### src/rtl/lc3_program_loader.sv
// rtl/lc3_program_loader.sv - LC-3 object image byte-stream loader into instruction RAM
//
// Takes a big-endian byte stream (origin word, then data words) and writes each
// data word into instruction RAM at consecutive addresses starting at the origin.
// The CPU is held off instruction memory while a load is running.
//
// Ports:
//   clk, reset          rising-edge clock, synchronous active-high reset
//   start               one-cycle pulse; begins a load from IDLE or DONE
//   s_data/s_valid/s_last/s_ready   byte stream input
//   mem_we/mem_addr/mem_wdata       instruction RAM write port
//   cpu_hold            high while a load is in progress
//   load_done           high once the image has ended (DONE)
//   origin, word_count  origin word and number of data words consumed
//   err_overflow        a word addressed at or above 2^ADDR_W was dropped
//   err_odd             image ended on a high byte
module lc3_program_loader #(
    parameter int ADDR_W = 16
) (
    input  logic              clk,
    input  logic              reset,
    input  logic              start,
    input  logic [7:0]        s_data,
    input  logic              s_valid,
    input  logic              s_last,
    output logic              s_ready,
    output logic              mem_we,
    output logic [ADDR_W-1:0] mem_addr,
    output logic [15:0]       mem_wdata,
    output logic              cpu_hold,
    output logic              load_done,
    output logic [15:0]       origin,
    output logic [15:0]       word_count,
    output logic              err_overflow,
    output logic              err_odd
);

    typedef enum logic [2:0] {
        ST_IDLE   = 3'd0,
        ST_ORG_HI = 3'd1,
        ST_ORG_LO = 3'd2,
        ST_DAT_HI = 3'd3,
        ST_DAT_LO = 3'd4,
        ST_DONE   = 3'd5
    } state_t;

    state_t      state;
    state_t      state_next;
    logic [7:0]  hi_byte;
    logic [15:0] addr_cnt;
    logic        accept;
    logic        start_ok;
    logic        addr_oob;

    // s_ready, cpu_hold and load_done are pure decodes of the state register,
    // so nothing combinational runs from s_valid back to s_ready.
    assign s_ready   = (state == ST_ORG_HI) || (state == ST_ORG_LO) ||
                       (state == ST_DAT_HI) || (state == ST_DAT_LO);
    assign cpu_hold  = s_ready;
    assign load_done = (state == ST_DONE);

    assign accept   = s_valid && s_ready;
    assign start_ok = start && ((state == ST_IDLE) || (state == ST_DONE));

    // Any set bit above the RAM address range means the word has nowhere to go.
    // Widening first keeps the shift well defined when ADDR_W is 16.
    assign addr_oob = (({16'd0, addr_cnt} >> ADDR_W) != 32'd0);

    always_ff @(posedge clk) begin
        if (reset) begin
            state <= ST_IDLE;
        end else begin
            state <= state_next;
        end
    end

    always_comb begin
        state_next = state;
        case (state)
            ST_IDLE, ST_DONE: begin
                if (start) state_next = ST_ORG_HI;
            end
            ST_ORG_HI: begin
                if (accept) state_next = s_last ? ST_DONE : ST_ORG_LO;
            end
            ST_ORG_LO: begin
                if (accept) state_next = s_last ? ST_DONE : ST_DAT_HI;
            end
            ST_DAT_HI: begin
                if (accept) state_next = s_last ? ST_DONE : ST_DAT_LO;
            end
            ST_DAT_LO: begin
                if (accept) state_next = s_last ? ST_DONE : ST_DAT_HI;
            end
            default: state_next = ST_IDLE;
        endcase
    end

    always_ff @(posedge clk) begin
        if (reset) begin
            hi_byte      <= 8'd0;
            addr_cnt     <= 16'd0;
            origin       <= 16'd0;
            word_count   <= 16'd0;
            mem_we       <= 1'b0;
            mem_addr     <= '0;
            mem_wdata    <= 16'd0;
            err_overflow <= 1'b0;
            err_odd      <= 1'b0;
        end else begin
            mem_we <= 1'b0;
            if (start_ok) begin
                origin       <= 16'd0;
                word_count   <= 16'd0;
                err_overflow <= 1'b0;
                err_odd      <= 1'b0;
            end
            if (accept) begin
                case (state)
                    ST_ORG_HI, ST_DAT_HI: begin
                        // A last byte landing on a high half cannot form a word.
                        if (s_last) begin
                            err_odd <= 1'b1;
                        end else begin
                            hi_byte <= s_data;
                        end
                    end
                    ST_ORG_LO: begin
                        origin   <= {hi_byte, s_data};
                        addr_cnt <= {hi_byte, s_data};
                    end
                    ST_DAT_LO: begin
                        if (addr_oob) begin
                            err_overflow <= 1'b1;
                        end else begin
                            mem_we    <= 1'b1;
                            mem_addr  <= addr_cnt[ADDR_W-1:0];
                            mem_wdata <= {hi_byte, s_data};
                        end
                        addr_cnt   <= addr_cnt + 16'd1;
                        word_count <= word_count + 16'd1;
                    end
                    default: ;
                endcase
            end
        end
    end

endmodule

### config.mk
export PLATFORM = sky130hd
export DESIGN_NAME = lc3_program_loader
export DESIGN_NICKNAME = d
export VERILOG_FILES = /design/src/rtl/lc3_program_loader.sv
export SDC_FILE = /design/constraint.sdc
export NUM_CORES = 1
export LEC_CHECK = 0
export CAP_MARGIN = 20
export CORE_UTILIZATION = 55
export DETAILED_ROUTE_END_ITERATION = 7
export GPL_ROUTABILITY_DRIVEN = 0
export HOLD_SLACK_MARGIN = 0.05
export PLACE_DENSITY = 0.88
export REMOVE_ABC_BUFFERS = 1
export SETUP_SLACK_MARGIN = 0.02
export SKIP_LAST_GASP = 1
export SYNTH_ARGS = -nofsm -noshare
export SYNTH_HDL_FRONTEND = slang
export SYNTH_SLANG_ARGS = --single-unit
### constraint.sdc
create_clock -name clk -period 3.5 [get_ports clk]
set_clock_uncertainty 0.1 [all_clocks]
set_input_delay 0.35 -clock clk [delete_from_list [all_inputs] [get_ports clk]]
set_output_delay 0.35 -clock clk [all_outputs]
set_load 0.005 [all_outputs]
# After elaboration in Yosys (flattened, before gate mapping)
# Cells that the tools add are included.
[word_totals] regBits=93 latchBits=0 ram_bits=0 mem_bits_ro=0 in_bits=13 elab_cells=58 memories=0
[classes] add_sub_neg=2 multipliers=0 n_div=0 order_cmp=0 eq_ne=9 shift=0 muxes=20 n_bitwise=2 reduce_logical=16
[op_table] op="two-way mux 16 bit" count=6
[op_table] op="adder 16 x 1 -> 16 bit (second input constant)" count=2
[op_table] op="case mux 16 bit (2 select lines)" count=1
[op_table] op="two-way mux 3 bit" count=6
[op_table] op="case mux 3 bit (4 select lines)" count=1
[op_table] op="OR reduction 2 bit" count=4
[op_table] op="== test 3 x 2 -> 1 bit (second input constant)" count=2
[op_table] op="== test 3 bit (second input constant)" count=2
[op_table] op="two-way mux 1 bit" count=6
[op_table] op="!= test 2 bit (second input constant)" count=3
[op_table] op="logical OR 1 bit" count=4
[op_table] op="AND reduction 2 bit" count=2
[op_table] op="AND reduction 4 bit" count=1
[op_table] op="== test 3 x 1 -> 1 bit (second input constant)" count=1
[op_table] op="zero test 3 bit" count=1
[op_table] op="AND reduction 3 bit" count=1
[op_table] op="logical AND 1 bit" count=2
[op_table] op="!= test 2 x 1 -> 1 bit (second input constant)" count=1
[op_table] op="inverter 1 bit" count=2
[op_table] op="nonzero test 2 bit" count=1

# Logic depth before layout (Yosys ltp)
# Gate-level depths: netlist of run 1.
[logic_depth] word_depth=7 mapped_depth=7

# Least setup slack after synthesis of run 1
# Ideal clock, no wire load.
[synth_path] path_type="register -> output" startpoint="register state[1]" endpoint="output port s_ready" t_arrival_ns=1.214 required_ns=3.050 setup_slack_ns=1.836 stages_incl_launch_ff=6 path_buffers=3 path_cell_list="dfxtp_1 buf_2 clkbuf_1 nor2_1 xnor2_1 buf_4"
[synth_between] elab_chain_len=4 word_cells_on_any_way=7
[synth_lines] element="start, declared" line_no="47" source="state_t state;"
[synth_lines] element="start signal, assigned" line_no="73" source="state <= state_next;"
[synth_lines] element="== test 3 x 1 -> 1 bit or == test 3 x 2 -> 1 bit (tied branches)" line_no="57" source="assign s_ready = (state == ST_ORG_HI) || (state == ST_ORG_LO) ||"
[synth_lines] element="logical OR 1 bit (2 in a row)" line_no="57"
[synth_lines] element="logical OR 1 bit (*)" line_no="58" source="(state == ST_DAT_HI) || (state == ST_DAT_LO);"
[synth_lines] element="end, declared" line_no="26" source="output logic s_ready,"
# Mark *: on every way between the ends. The rest lies on a longest branch, timed or not.

# Worst setup path in the final report of run 1
# Same ends and word-level chain as after synthesis.

==> results of run 1 <==
## stage by stage
step,cell area (sq um),cells
3_5_place_dp,4960,661
3_3_place_gp,4960,661
2_1_floorplan,3970,475
5_1_grt,5140,677
4_1_cts,5140,677
6_report,5140,677
## power by group through the flow
stage                     Sequential, W  Combinational (W)  Clock, W
after floorplan                 0.00112          0.0000811         0
after global placement          0.00112           0.000156         0
after detailed placement        0.00112           0.000160         0
after CTS                       0.00110           0.000160  0.000672
after global routing            0.00110           0.000177  0.000713
final                           0.00110           0.000161  0.000665
## sequential cells by signal, indices dropped and copies added (netlist names)
name / flops
addr_cnt: 16
mem_addr: 16
mem_wdata: 16
origin: 16
word_count: 16
hi_byte: 8
state: 3
err_odd: 1
mem_we: 1
## cell families (layout without fill, tap and decap cells)
| group | after synthesis | in the layout | synth area share |
|---|---|---|---|
| buf+inv | 47 | 108 | 0.0534 |
| flops | 93 | 93 | 0.447 |
| simple gates | 236 | 236 | 0.281 |
| other cells | 1 | 1 | 0.000899 |
| compound gates | 114 | 114 | 0.157 |
| fa+ha+maj | 2 | 2 | 0.00600 |
| xor+xnor | 8 | 8 | 0.0168 |
| mux | 16 | 16 | 0.0387 |
## worst min path at each step
stage                                    start                          to  slack [ps]
finish                mem_addr[9]$_SDFFE_PP0P_    mem_addr[9]$_SDFFE_PP0P_         360
global route          mem_addr[9]$_SDFFE_PP0P_    mem_addr[9]$_SDFFE_PP0P_         380
CTS                   mem_addr[9]$_SDFFE_PP0P_    mem_addr[9]$_SDFFE_PP0P_         360
detailed placement  mem_wdata[14]$_SDFFE_PP0P_  mem_wdata[14]$_SDFFE_PP0P_         350
global placement     mem_wdata[4]$_SDFFE_PP0P_   mem_wdata[4]$_SDFFE_PP0P_         340
floorplan                                reset    addr_cnt[0]$_SDFFE_PP0P_         320
## per-layer routing
layer	share of wire	GRT usage	up-vias
met5	0	0	-
met4	0.011	0.0880	0
met3	0.055	0.0434	14
met2	0.50	0.446	152
met1	0.44	0.337	1842
li1	-	-	1902
## worst reg2reg max path, cell delays in order, from the launching register on
cell and delay (ps):
dfxtp_1 820, nand4bb_4 370, nor4_4 440, nand3_1 130, mux2_1 340
## layout make-up
class	instances	area, sq um	share of cell area
repair buffers	87	851	0.165
flip-flops and latches	93	1860	0.362
multi-input cells	377	2110	0.409
clock buffers	9	124	0.0241
well taps	99	124	0.0241
inverters	5	18.8	0.00365
clock inverters	7	60.1	0.0117
## cells in the final DEF, fill, tap and decap left out, drive strengths merged, types with 5 or more instances in the layout
cell type	count
nand2	105
dfxtp	93
clkdlybuf4s50	80
a21oi	72
nor2	34
nand3	31
mux2i	15
o21ai	12
nor2b	9
clkbuf	9
nand4	8
nor4	8
nor3	7
buf	7
inv	7
and4	5
a21boi	5
o22ai	5
==> metrics.csv, run 1 <==
stage,metric,value,unit
timing,setup-violations-final,0,
cts,cts-hold-fix-buffers,0,
floorplan,start_util,0.572,
logic_synthesis,synth_edf_count,0,
power,power.internal,0.00141,W
cts,cts_tree,done,
routing,wire_per_inst,14.8,um
cts,cts-root-buf,clkbuf_8,
routing,drc_errors,0,
grt,grt_max_degree,57,
critical_path,critPathRequiredTime,3050,ps
cells_and_area,finalNetCount,588,
power,ir_worst_vdd,0.000259,V
critical_path,crit_fanout,22,
critical_path,worstPathArrival,2020,ps
logic_synthesis,ys_seq_area_frac,0.447,
power,pwr-share-clk,0.345,
routing,vias,3910,
floorplan,fp.coreArea,0.00729,sq mm
cts,htreeDepth,3,
job,cap_violations,0,
critical_path,startpoint,state[1]$_SDFFE_PP0P_,
grt,grt_pass1_wl,16200,um
routing,first_iter_violations,337,
cells_and_area,final_core_util,0.706,
hold_path,hold_path_depth,2,
floorplan,num_io_pins,83,
critical_path,cp.depth,3,
power,power.switching,0.000518,W
critical_path,path_buf_inv,1,
timing,hold_ws,357,ps
placed_design,numPortBuffers,81,
grt,antenna_found_initial,0,
power,comb_power_share,0.084,
cells_and_area,drive_above_1_share,0.0571,
floorplan,die_area,0.00793,sq mm
logic_synthesis,synth_common_cells,"nand2_1, dfxtp_1, a21oi_1",
logic_synthesis,postSynthAreaPerCell,8.06,sq um
logic_synthesis,netlist.area_leader.share,0.447,
floorplan,fp.dieH,89.1,um
cts,path_clk_slew,100,ps
logic_synthesis,netlist_area,0.00417,sq mm
power,total_power,0.00193,W
timing,hold_viol,0,
timing,fin_ws,1030,ps
logic_synthesis,async_flop_share,0,
logic_synthesis,synth_warnings,0,
cells_and_area,antenna_cells,0,
timing,final_max_slew_viol_count,0,
timing,slew_headroom,0.501,
power,power_frac_seq,0.571,
status,status,completed,
logic_synthesis,yosysMostFrequentCell,nand2_1,
critical_path,path_cells,nor2_1 -> xnor2_1 -> clkdlybuf4s50_1,
timing,post-route-min-period,2470,ps
routing,routed_via_density,5.78,
floorplan,die_x,89.1,um
cts,clk_latency,360,ps
power,switching_share,0.269,
cts,cts.sinks,93,
logic_synthesis,synthTopCellsByArea,"dfxtp_1, nand2_1, a21oi_1",
floorplan,rows,31,
critical_path,max_stage_delay,820,ps
critical_path,critPathLaunchType,flop,
timing,fin_setup_tns,0,ps
power,power.leakage,1.70,nW
hold_path,hold_class,reg -> reg,
grt,grt_use_total,0.261,
logic_synthesis,yosysTopAreaCell,dfxtp_1,
grt,grt_pass1_vias,3456,
critical_path,r2r_cells,4,
timing,fmax,0.405,GHz
cells_and_area,area_growth,23.4,%
critical_path,timing.rr.start,state[2]$_SDFFE_PP0P_,
timing,min_period_over_period,0.705,
cts,cts_buffers,9,
cts,post_cts_buffers,0,
logic_synthesis,synthCells,517,
critical_path,worst_path_max_delay_cell,dfxtp_1,
routing,drt-total-wl,10000,um
cts,cts_buffer_depth,2,
critical_path,critical_path.endpoint_type,output pin,
timing,grt_setup_unrepaired,no,
grt,grt-ovfl-total,0,
critical_path,path_class,reg -> out,
routing,postRouteAntennaNets,0,
critical_path,r2r_slack,1180,ps
logic_synthesis,synth_cell_types,58,
power,p_per_area,374,mW/mm^2
logic_synthesis,ys.flop_type,dfxtp_1,
cts,ctsResizeCount,0,
placed_design,preCtsSetupSlack,769,ps
placed_design,dpl.hpwl,6930,um
critical_path,crit-reg2reg-capture,word_count[12]$_SDFF_PP0_,
routing,drtPass1Iterations,8,
timing,worst_pin_slew,748,ps
critical_path,cp-endpoint,s_ready,
critical_path,critical_path.top_delay_family,flip-flops,
logic_synthesis,synth-seq-cells,93,
cells_and_area,fill_cells,603,
(Power assumes the default switching activity.)
==> inputs of run 2 (changes only) <==
--- a/config.mk
+++ b/config.mk
@@ -6,11 +6,11 @@
 export NUM_CORES = 1
 export LEC_CHECK = 0
 export CAP_MARGIN = 20
-export CORE_UTILIZATION = 55
+export CORE_UTILIZATION = 46
 export DETAILED_ROUTE_END_ITERATION = 7
 export GPL_ROUTABILITY_DRIVEN = 0
 export HOLD_SLACK_MARGIN = 0.05
-export PLACE_DENSITY = 0.88
+export PLACE_DENSITY = 0.79
 export REMOVE_ABC_BUFFERS = 1
 export SETUP_SLACK_MARGIN = 0.02
 export SKIP_LAST_GASP = 1
==> constraint.sdc (replaced) <==
create_clock -name clk -period 2.12 [get_ports clk]
set_clock_uncertainty 0.1 [all_clocks]
set_input_delay 0.212 -clock clk [delete_from_list [all_inputs] [get_ports clk]]
set_output_delay 0.212 -clock clk [all_outputs]
set_load 0.005 [all_outputs]
==> run 2 against run 1 <==
  * First-iteration DRC count decreased by 14%
  * Combinational power up 88%
  * Critical path depth stayed put
  * Worst setup slack lost 850 ps
  * Utilization down 9.8 points
  * Flip-flop and latch count stayed put
  * Non-clock buffer count increased by 14
  * Highest routed layer unchanged
  * Register-to-register slack got worse by 940 ps
  * Via count grew 2.1%
  * Power increased by 73%
  * Die area is 19% higher
==> metrics.csv, run 2 (synthesis results as in run 1) <==
stage,metric,value,unit
critical_path,path_cells,nor2_1 -> xnor2_1 -> clkdlybuf4s50_1,
floorplan,die_area,0.00945,sq mm
power,power.leakage,1.80,nW
hold_path,hold_path_depth,2,
routing,first_iter_violations,289,
timing,hold_viol,0,
critical_path,critical_path.endpoint_type,output pin,
power,ir_worst_vdd,0.000327,V
cts,htreeDepth,3,
routing,postRouteAntennaNets,0,
timing,post-route-min-period,1940,ps
status,status,completed,
timing,fmax,0.516,GHz
floorplan,rows,34,
placed_design,numPortBuffers,81,
critical_path,startpoint,state[0]$_SDFFE_PP0P_,
critical_path,crit-reg2reg-capture,addr_cnt[10]$_SDFFE_PP0P_,
timing,min_period_over_period,0.915,
routing,vias,3993,
hold_path,hold_class,in -> reg,
critical_path,worstPathArrival,1630,ps
cts,cts_buffer_depth,2,
routing,drc_errors,0,
cts,cts.sinks,93,
cells_and_area,area_growth,27.7,%
critical_path,max_stage_delay,530,ps
critical_path,r2r_slack,240,ps
cells_and_area,drive_above_1_share,0.0828,
cts,cts-root-buf,clkbuf_8,
routing,routed_via_density,5.70,
timing,final_max_slew_viol_count,0,
grt,grt_pass1_wl,17300,um
cells_and_area,layout_common_cells,"nand2_1, dfxtp_1, clkdlybuf4s50_1",
routing,drtPass1Iterations,5,
timing,fin_setup_tns,0,ps
routing,drt-total-wl,10600,um
timing,worst_pin_slew,559,ps
floorplan,start_util,0.476,
critical_path,crit_fanout,16,
power,p_per_area,628,mW/mm^2
critical_path,r2r_cells,5,
grt,grt-ovfl-total,0,
grt,antenna_found_initial,0,
timing,hold_ws,147,ps
power,total_power,0.00334,W
job,cap_violations,0,
timing,setup-violations-final,0,
placed_design,place_area,0.00511,sq mm
critical_path,cp-endpoint,s_ready,
timing,slew_headroom,0.626,
floorplan,num_io_pins,83,
cells_and_area,final_area,0.00532,sq mm
floorplan,die_x,97.2,um
critical_path,path_class,reg -> out,
cts,cts_tree,done,
placed_design,dpl.hpwl,7440,um
floorplan,fp.dieH,97.2,um
cells_and_area,final_common_cell,nand2_1,
grt,grt_use_total,0.223,
cts,path_clk_slew,100,ps
cells_and_area,final_core_util,0.608,
routing,wire_per_inst,15.1,um
timing,grt_setup_unrepaired,no,
grt,grt_pass1_vias,3693,
critical_path,critPathLaunchType,flop,
floorplan,fp.coreArea,0.00876,sq mm
critical_path,critPathRequiredTime,1810,ps
cts,clk_latency,370,ps
cells_and_area,antenna_cells,0,
critical_path,worst_path_max_delay_cell,clkdlybuf4s50_1,
cells_and_area,finalNetCount,602,
grt,grt_max_degree,62,
cts,cts_buffers,9,
critical_path,timing.rr.start,addr_cnt[0]$_SDFFE_PP0P_,
run 2: cell types whose count changed in the layout (fill, tap and decap cells not counted):
cell        change
clkinvlp_4      -2
dfxtp_2         +1
bufinv_16       +1
clkinv_4        -2
dfxtp_1         -2
buf_4          +11
dfxtp_4         +1
buf_12          +3
clkinv_2        +1
inv_6           +2
run 2: per-layer routing:
| metal | vias to the layer above | global-route usage | share of wire | wire length (um) |
|---|---|---|---|---|
| met5 | - | 0 | 0 | 0 |
| met3 | 27 | 0.0453 | 0.064 | 681 |
| met1 | 1878 | 0.281 | 0.44 | 4640 |
| met2 | 152 | 0.364 | 0.47 | 5010 |
| met4 | 0 | 0.106 | 0.023 | 244 |
| li1 | 1936 | - | - | - |
run 2: final cells by class:
| class | instances | area (sq um) |
|---|---|---|
| Sequential cell | 93 | 1870 |
| Fill cell | 765 | 3440 |
| Clock inverter | 7 | 80.1 |
| Clock buffer | 9 | 124 |
| Tap cell | 108 | 135 |
| Timing Repair Buffer | 101 | 993 |
| Multi-Input combinational cell | 377 | 2110 |
| Inverter | 5 | 18.8 |
run 2: per-stage QoR:
step / cells / setup slack (ps)
6_report: 700 / 181
5_1_grt: 700 / 48.0
4_1_cts: 700 / 52.0
3_5_place_dp: 684 / 41.7
3_3_place_gp: 684 / 77.9
2_1_floorplan: 475 / -1950
run 2: where the power goes:
| part | internal, W | leakage, nW | total, W | switching [W] |
|---|---|---|---|---|
| logic | 0.000136 | 0.943 | 0.000303 | 0.000167 |
| registers | 0.00177 | 0.751 | 0.00181 | 0.0000408 |
| clock network | 0.000564 | 0.103 | 0.00123 | 0.000664 |
| total | 0.00247 | 1.80 | 0.00334 | 0.000872 |
run 2: worst min path at each step:
| stage | startpoint | end | slack [ps] |
|---|---|---|---|
| 6_report | reset | word_count[0]$_SDFF_PP0_ | 150 |
| 5_1_grt | reset | mem_addr[8]$_SDFFE_PP0P_ | 180 |
| 4_1_cts | reset | word_count[0]$_SDFF_PP0_ | 140 |
| 3_5_place_dp | mem_addr[4]$_SDFFE_PP0P_ | mem_addr[4]$_SDFFE_PP0P_ | 350 |
| 3_3_place_gp | mem_wdata[3]$_SDFFE_PP0P_ | mem_wdata[3]$_SDFFE_PP0P_ | 340 |
| 2_1_floorplan | reset | addr_cnt[0]$_SDFFE_PP0P_ | 180 |
run 2: what timing repair did:
item / CTS / global route
resized for setup: 1 / 2
hold buffers: 0 / 0
endpoints found under the setup margin: 3 / 2
setup buffers: 0 / 0
run 2: worst max-delay path: cells and delay by family (launching register included):
family | cells | cell delay (ps)
xor+xnor | 1 | 170
buf+inv | 1 | 530
flops | 1 | 470
simple gates | 1 | 90
==> inputs of run 3 (changes only) <==
--- a/config.mk
+++ b/config.mk
@@ -5,6 +5,7 @@
 export SDC_FILE = /design/constraint.sdc
 export NUM_CORES = 1
 export LEC_CHECK = 0
+export ABC_CLOCK_PERIOD_IN_PS = 2120
 export CAP_MARGIN = 20
 export CORE_UTILIZATION = 46
 export DETAILED_ROUTE_END_ITERATION = 7
==> results of run 3 <==
Same layout as run 2: the final DEF is identical, and so are final timing and power.
